<file path="config.mk">
export PLATFORM = sky130hd
export DESIGN_NAME = sequenciador_jogo_param
export DESIGN_NICKNAME = d
export VERILOG_FILES = /design/src/rtl/sequenciador_jogo_param.sv
export SDC_FILE = /design/constraint.sdc
export NUM_CORES = 1
export LEC_CHECK = 0
export CELL_PAD_IN_SITES_DETAIL_PLACEMENT = 0
export CELL_PAD_IN_SITES_GLOBAL_PLACEMENT = 2
export CORE_ASPECT_RATIO = 0.9
export CORE_MARGIN = 8
export CORE_UTILIZATION = 31
export CTS_CLUSTER_DIAMETER = 30
export CTS_CLUSTER_SIZE = 30
export DETAILED_ROUTE_END_ITERATION = 16
export HOLD_SLACK_MARGIN = 0.03
export PLACE_DENSITY_LB_ADDON = 0.08
export SYNTH_ARGS = -nofsm -noshare
export SYNTH_HDL_FRONTEND = slang
export SYNTH_SLANG_ARGS = --single-unit
</file>
<file path="constraint.sdc">
create_clock -name clock -period 2.6 [get_ports clock]
set_clock_uncertainty 0.1 [all_clocks]
set_input_delay 0.52 -clock clock [delete_from_list [all_inputs] [get_ports clock]]
set_output_delay 0.52 -clock clock [all_outputs]
set_load 0.02 [all_outputs]
</file>
<file path="src/rtl/sequenciador_jogo_param.sv">
// Memory-sequence game controller: shows a growing sequence on the LEDs, then
// checks the player's button presses against it, with optional lives and a per-play timeout.
module sequenciador_jogo_param #(
  parameter int NB          = 4,
  parameter int DEPTH       = 16,
  parameter int T_MOSTRA    = 500,
  parameter int T_INTERVALO = 500,
  parameter int T_TIMEOUT   = 3000,
  parameter int VIDAS       = 3,
  localparam int AW         = $clog2(DEPTH)
) (
  input  logic          clock,
  input  logic          reset,
  input  logic          iniciar,
  input  logic [NB-1:0] botoes,
  input  logic [NB-1:0] dado_mem,
  input  logic [1:0]    modo,
  output logic [AW-1:0] endereco,
  output logic [NB-1:0] leds,
  output logic [AW-1:0] rodada,
  output logic [2:0]    vidas_rest,
  output logic          pronto,
  output logic          acertou,
  output logic          errou,
  output logic          fim_timeout,
  output logic [3:0]    db_estado
);

  localparam int TMAX0 = (T_MOSTRA > T_INTERVALO) ? T_MOSTRA : T_INTERVALO;
  localparam int TMAX  = (TMAX0 > T_TIMEOUT) ? TMAX0 : T_TIMEOUT;
  localparam int TW    = $clog2(TMAX + 1);

  localparam logic [TW-1:0] FIM_MOSTRA    = TW'(T_MOSTRA - 1);
  localparam logic [TW-1:0] FIM_INTERVALO = TW'(T_INTERVALO - 1);
  localparam logic [TW-1:0] FIM_TIMEOUT   = TW'(T_TIMEOUT - 1);
  localparam logic [AW-1:0] ULT_CURTA     = AW'(DEPTH / 2 - 1);
  localparam logic [AW-1:0] ULT_LONGA     = AW'(DEPTH - 1);
  localparam logic [2:0]    VIDAS_INI     = 3'(VIDAS);

  typedef enum logic [3:0] {
    INICIAL        = 4'h0,
    PREPARACAO     = 4'h1,
    PROXIMA_MOSTRA = 4'h2,
    ESPERA         = 4'h3,
    REGISTRA       = 4'h4,
    COMPARA        = 4'h5,
    PROXIMA_JOGADA = 4'h6,
    ULTIMA         = 4'h7,
    PROXIMA_SEQ    = 4'h8,
    MOSTRA         = 4'h9,
    INTERVALO      = 4'hA,
    INICIA_SEQ     = 4'hB,
    PERDE_VIDA     = 4'hC,
    FINAL_TIMEOUT  = 4'hD,
    FINAL_ACERTOU  = 4'hE,
    FINAL_ERROU    = 4'hF
  } estadoT;

  estadoT        estado;
  logic [TW-1:0] tempo;
  logic          botoesAnt;
  logic          modoLongo;
  logic [NB-1:0] jogada;
  logic          jogadaNova;
  logic [AW-1:0] rodadaLim;

  function automatic logic [2:0] decSat(input logic [2:0] v);
    return (v == 3'd0) ? 3'd0 : v - 3'd1;
  endfunction

  // A play is the rising edge of "any button pressed"
  assign jogadaNova = (|botoes) & ~botoesAnt;
  assign rodadaLim  = modoLongo ? ULT_LONGA : ULT_CURTA;

  always_ff @(posedge clock) begin
    if (!reset) begin
      estado     <= INICIAL;
      endereco   <= '0;
      rodada     <= '0;
      vidas_rest <= 3'd0;
      tempo      <= '0;
      modoLongo  <= 1'b0;
      botoesAnt  <= 1'b0;
    end else begin
      botoesAnt <= |botoes;
      case (estado)
        INICIAL: if (iniciar) estado <= PREPARACAO;
        PREPARACAO: begin
          rodada     <= '0;
          endereco   <= '0;
          tempo      <= '0;
          modoLongo  <= modo[0];
          vidas_rest <= modo[1] ? VIDAS_INI : 3'd1;
          estado     <= MOSTRA;
        end
        MOSTRA: begin
          if (tempo == FIM_MOSTRA) begin
            tempo  <= '0;
            estado <= INTERVALO;
          end else begin
            tempo <= tempo + TW'(1);
          end
        end
        INTERVALO: begin
          if (tempo == FIM_INTERVALO) begin
            tempo  <= '0;
            estado <= PROXIMA_MOSTRA;
          end else begin
            tempo <= tempo + TW'(1);
          end
        end
        PROXIMA_MOSTRA: begin
          if (endereco == rodada) begin
            endereco <= '0;
            estado   <= INICIA_SEQ;
          end else begin
            endereco <= endereco + AW'(1);
            estado   <= MOSTRA;
          end
        end
        INICIA_SEQ: begin
          tempo  <= '0;
          estado <= ESPERA;
        end
        // A play on the last allowed cycle beats the timeout
        ESPERA: begin
          if (jogadaNova)                 estado <= REGISTRA;
          else if (tempo == FIM_TIMEOUT)  estado <= FINAL_TIMEOUT;
          else                            tempo  <= tempo + TW'(1);
        end
        REGISTRA: estado <= COMPARA;
        COMPARA: begin
          if (jogada != dado_mem) begin
            estado <= PERDE_VIDA;
          end else if (endereco == rodada) begin
            estado <= ULTIMA;
          end else begin
            endereco <= endereco + AW'(1);
            estado   <= PROXIMA_JOGADA;
          end
        end
        PROXIMA_JOGADA: begin
          tempo  <= '0;
          estado <= ESPERA;
        end
        ULTIMA: estado <= (rodada == rodadaLim) ? FINAL_ACERTOU : PROXIMA_SEQ;
        PROXIMA_SEQ: begin
          rodada   <= rodada + AW'(1);
          endereco <= '0;
          tempo    <= '0;
          estado   <= MOSTRA;
        end
        // Losing a life replays the same round from its first item
        PERDE_VIDA: begin
          vidas_rest <= decSat(vidas_rest);
          if (vidas_rest <= 3'd1) begin
            estado <= FINAL_ERROU;
          end else begin
            endereco <= '0;
            tempo    <= '0;
            estado   <= MOSTRA;
          end
        end
        FINAL_TIMEOUT, FINAL_ACERTOU, FINAL_ERROU: if (iniciar) estado <= PREPARACAO;
        default: estado <= INICIAL;
      endcase
    end
  end

  always_ff @(posedge clock) begin
    if (estado == ESPERA && jogadaNova) jogada <= botoes;
  end

  always_comb begin
    leds = '0;
    case (estado)
      MOSTRA:                    leds = dado_mem;
      ESPERA, REGISTRA, COMPARA: leds = botoes;
      default: ;
    endcase
  end

  assign db_estado   = estado;
  assign acertou     = (estado == FINAL_ACERTOU);
  assign errou       = (estado == FINAL_ERROU);
  assign fim_timeout = (estado == FINAL_TIMEOUT);
  assign pronto      = acertou | errou | fim_timeout;

endmodule

</file>
==> flow_metrics.py <==
metrics = {
    "pwr": {
        "sw_frac_of_total_pct": 42.1,
        "pwr-share-seq_pct": 27.3,
        "leakage_nw": 1.08,
        "vdd.ir_drop.worst_v": 0.000417,
        "power.clock.fraction_pct": 17.5,
        "power-per-cell-area_mw_per_mm2": 889,
        "switchingPower_w": 0.00107,
        "power_report.internal_total_w": 0.00146,
        "fin_total_pwr_w": 0.00253,
        "share_comb_of_total_power_pct": 55.2,
    },
    "floorplan": {
        "std_cell_rows": 28,
        "die-height_um": 94.9,
        "die-area_mm2": 0.00984,
        "top_level_ports": 36,
        "initial_cell_density_of_the_core_pct": 32.4,
        "placeableCoreArea_mm2": 0.00662,
        "floorplan.die.width_um": 104,
    },
    "cts": {
        "worstSkewPairLatency_ns": 0.29,
        "htree_num_levels": 2,
        "clkSlewWorstSetupHoldPaths_ns": 0.08,
        "cts-buffers-inserted": 5,
        "cts_sinks": 33,
        "clock_path_buffers": 2,
        "cts_root_buffer": "sky130_fd_sc_hd__clkbuf_8",
        "cts_tree": "done",
        "post_cts_buffers": 0,
    },
    "place": {
        "placed_cells_incl_taps": 402,
        "dpl_worst_slack_ns": -0.0569,
        "post-dp-hpwl_um": 4810,
        "count_of_input_and_output_buffers": 35,
        "routabilityCongestion": 0.779,
    },
    "run": {
        "max-cap-violations": 0,
    },
    "route": {
        "route.detailed.wl_per_inst_um": 15.8,
        "via_count": 2190,
        "drt-total-wl_um": 6480,
        "ant_nets": 0,
        "drc": 0,
        "avgViaCountPerCell": 5.34,
        "drt_iter0_markers": 112,
        "first_pass_iters": 4,
    },
    "global_routing": {
        "initial_antenna_violation_count": 0,
        "global_route.usage.total_pct": 13.5,
        "pin_count_of_the_biggest_net_entering_global_routing": 19,
        "first_global_vias": 2091,
        "globalRouteOverflowTotal": 0,
        "first_pass_grt_wire_length_um": 10900,
    },
    "setup_path": {
        "crit_fanout": 9,
        "timing.critical_path.from": "db_estado[1]$_SDFFE_PN0P_",
        "worst_ep_required_time_ns": 1.98,
        "worst-r2r-cell-count": 6,
        "setup.worst_path.class": "register to output pin",
        "end_kind": "output pin",
        "worst_r2r_startpoint": "db_estado[1]$_SDFFE_PN0P_",
        "critical_path.endpoint": "acertou",
        "r2r_setup_slack_ns": 0.24,
        "r2r-end": "tempo[5]$_SDFFE_PN0P_",
        "setup.worst_path.start_class": "register",
        "worst_ep_arrival_time_ns": 1.86,
    },
    "layout": {
        "areaGrowthSynthToFinish_pct": 32.7,
        "layout_commonest_cell": "sky130_fd_sc_hd__clkdlybuf4s50_1",
        "final_cells": 410,
        "n_antenna_cell": 0,
        "final_core_utilization_pct": 43.0,
        "fillCellCount": 690,
        "layout.cells.most_common_list": "30 x sky130_fd_sc_hd__clkdlybuf4s50_1, 27 x sky130_fd_sc_hd__dfxtp_1, 26 x sky130_fd_sc_hd__a21oi_1, 25 x sky130_fd_sc_hd__buf_4, 22 x sky130_fd_sc_hd__nand2_1",
        "layout-drive-gt1-share_pct": 14.1,
        "layout.nets": 335,
    },
    "sta": {
        "tightestPinTransition_ns": 0.558,
        "final_period_minus_worst_setup_slack_ns": 2.48,
        "finalSetupViolCount": 0,
        "clock.fmax_mhz": 403,
        "worst_slew_margin_rel_pct": 62.5,
        "final_min_period_over_clock_period_pct": 95.4,
        "slew_viol_final": 0,
        "hold_viol_final": 0,
        "final.setup.worst_slack_ns": 0.118,
        "rsz0062_at_grt": "no",
    },
    "synth": {
        "synthesis.nets": 284,
        "synth.cell_area_mm2": 0.00214,
        "synth_sequential_area_ratio_pct": 32.7,
        "syn_area_per_cell_um2": 8.00,
        "synth_edf_count": 4,
        "ys_async_sr_fraction_pct": 0,
        "ys_ff_latch": 33,
        "ys_warn_count": 0,
        "postSynth.topFlopCell": "sky130_fd_sc_hd__dfxtp_1",
        "gate_count_of_the_mapped_netlist": 268,
        "yosysUniqueCellTypes": 57,
    },
    "outcome": {
        "status": "finished clean",
    },
    "worst_hold_path": {
        "hold_class": "register to register",
    },
}
routing by layer:
metal  wire length [µm]  global-route usage, %
met2               2720                   19.6
met3                304                   2.86
met1               3410                   19.2
met5                  0                      0
met4                 43                   4.69
synthesized netlist by cell type, types with 5 or more instances:
cell                       count  area share, %
sky130_fd_sc_hd__a22oi_1       8            2.8
sky130_fd_sc_hd__nor2_1       16            2.8
sky130_fd_sc_hd__o21a_1        5            1.8
sky130_fd_sc_hd__o21ai_0      12            2.8
sky130_fd_sc_hd__inv_1         6            1.1
sky130_fd_sc_hd__o31ai_1       6            2.1
sky130_fd_sc_hd__or3_1         7            2.0
sky130_fd_sc_hd__or4_1         6            2.1
sky130_fd_sc_hd__dfxtp_1      29             27
sky130_fd_sc_hd__nand4_1       6            1.8
sky130_fd_sc_hd__xor2_1        5            2.0
sky130_fd_sc_hd__nand3_1      12            2.8
sky130_fd_sc_hd__clkbuf_1     11            1.9
sky130_fd_sc_hd__o21ai_1       8            1.9
sky130_fd_sc_hd__a21oi_1      26            6.1
sky130_fd_sc_hd__nand2_1      23            4.0
sky130_fd_sc_hd__nand2b_1      7            2.0
registers in the layout, indices dropped and copies added (netlist names):
| signal | flops |
|---|---|
| tempo | 12 |
| db_estado | 4 |
| endereco | 4 |
| jogada | 4 |
| rodada | 4 |
| vidas_rest | 3 |
| botoesAnt | 1 |
| modoLongo | 1 |
what timing repair did:
item	CTS	global route
hold buffers	0	0
gates cloned	0	0
endpoints found under the setup margin	6	7
gates resized for setup	3	6
cell families (layout without fill, tap and decap cells):
logic type / after synthesis / in the layout / share of synthesized area [%]
AO/OA/AOI/OAI: 86 / 86 / 26.5
XOR/XNOR: 9 / 9 / 3.68
adder cells (fa/ha/maj): 3 / 3 / 1.75
buffers and inverters: 22 / 74 / 4.38
flip-flops: 33 / 33 / 32.7
multiplexers: 5 / 5 / 2.39
AND/OR/NAND/NOR: 110 / 110 / 28.6
worst min-delay path by stage:
stage                                start                      to  slack [ns]  depth (start not counted)
detailed placement  modoLongo$_SDFFE_PN0P_  modoLongo$_SDFFE_PN0P_        0.38                          2
finish              modoLongo$_SDFFE_PN0P_  modoLongo$_SDFFE_PN0P_        0.38                          2
floorplan           modoLongo$_SDFFE_PN0P_  modoLongo$_SDFFE_PN0P_        0.35                          2
global route        modoLongo$_SDFFE_PN0P_  modoLongo$_SDFFE_PN0P_        0.42                          2
CTS                 modoLongo$_SDFFE_PN0P_  modoLongo$_SDFFE_PN0P_        0.39                          2
global placement    modoLongo$_SDFFE_PN0P_  modoLongo$_SDFFE_PN0P_        0.36                          2
power groups by stage:
stage | Clock, W | Sequential, W | Combinational, W
after global routing | 0.000474 | 0.000708 | 0.00154
after floorplan | 0 | 0.000693 | 0.000851
after CTS | 0.000449 | 0.000690 | 0.00140
final | 0.000442 | 0.000690 | 0.00140
after global placement | 0 | 0.000697 | 0.00141
after detailed placement | 0 | 0.000698 | 0.00139
area by class of cell:
type / instances / area, µm² / area share, %
Sequential cell: 33 / 703 / 24.7
Multi-Input combinational cell: 213 / 1360 / 47.6
Clock buffer: 7 / 96.3 / 3.39
Inverter: 6 / 22.5 / 0.792
Timing Repair Buffer: 60 / 551 / 19.3
Tap cell: 90 / 113 / 3.96
Clock inverter: 1 / 5.00 / 0.176
through the flow:
stage / TNS [ns] / instance area (µm²) / hold slack (ns)
floorplan: 0 / 2140 / 0.348
global placement: -0.155 / 2720 / 0.356
detailed placement: -0.236 / 2720 / 0.381
CTS: 0 / 2830 / 0.391
global route: 0 / 2850 / 0.416
finish: 0 / 2850 / 0.385
worst max-delay path: stages, from the launching register on:
cell	delay, ns
sky130_fd_sc_hd__dfxtp_1	0.48
sky130_fd_sc_hd__buf_4	0.23
sky130_fd_sc_hd__nand2b_1	0.10
sky130_fd_sc_hd__nor2_1	0.14
sky130_fd_sc_hd__clkdlybuf4s50_1	0.63
(Power assumes the default switching activity.)
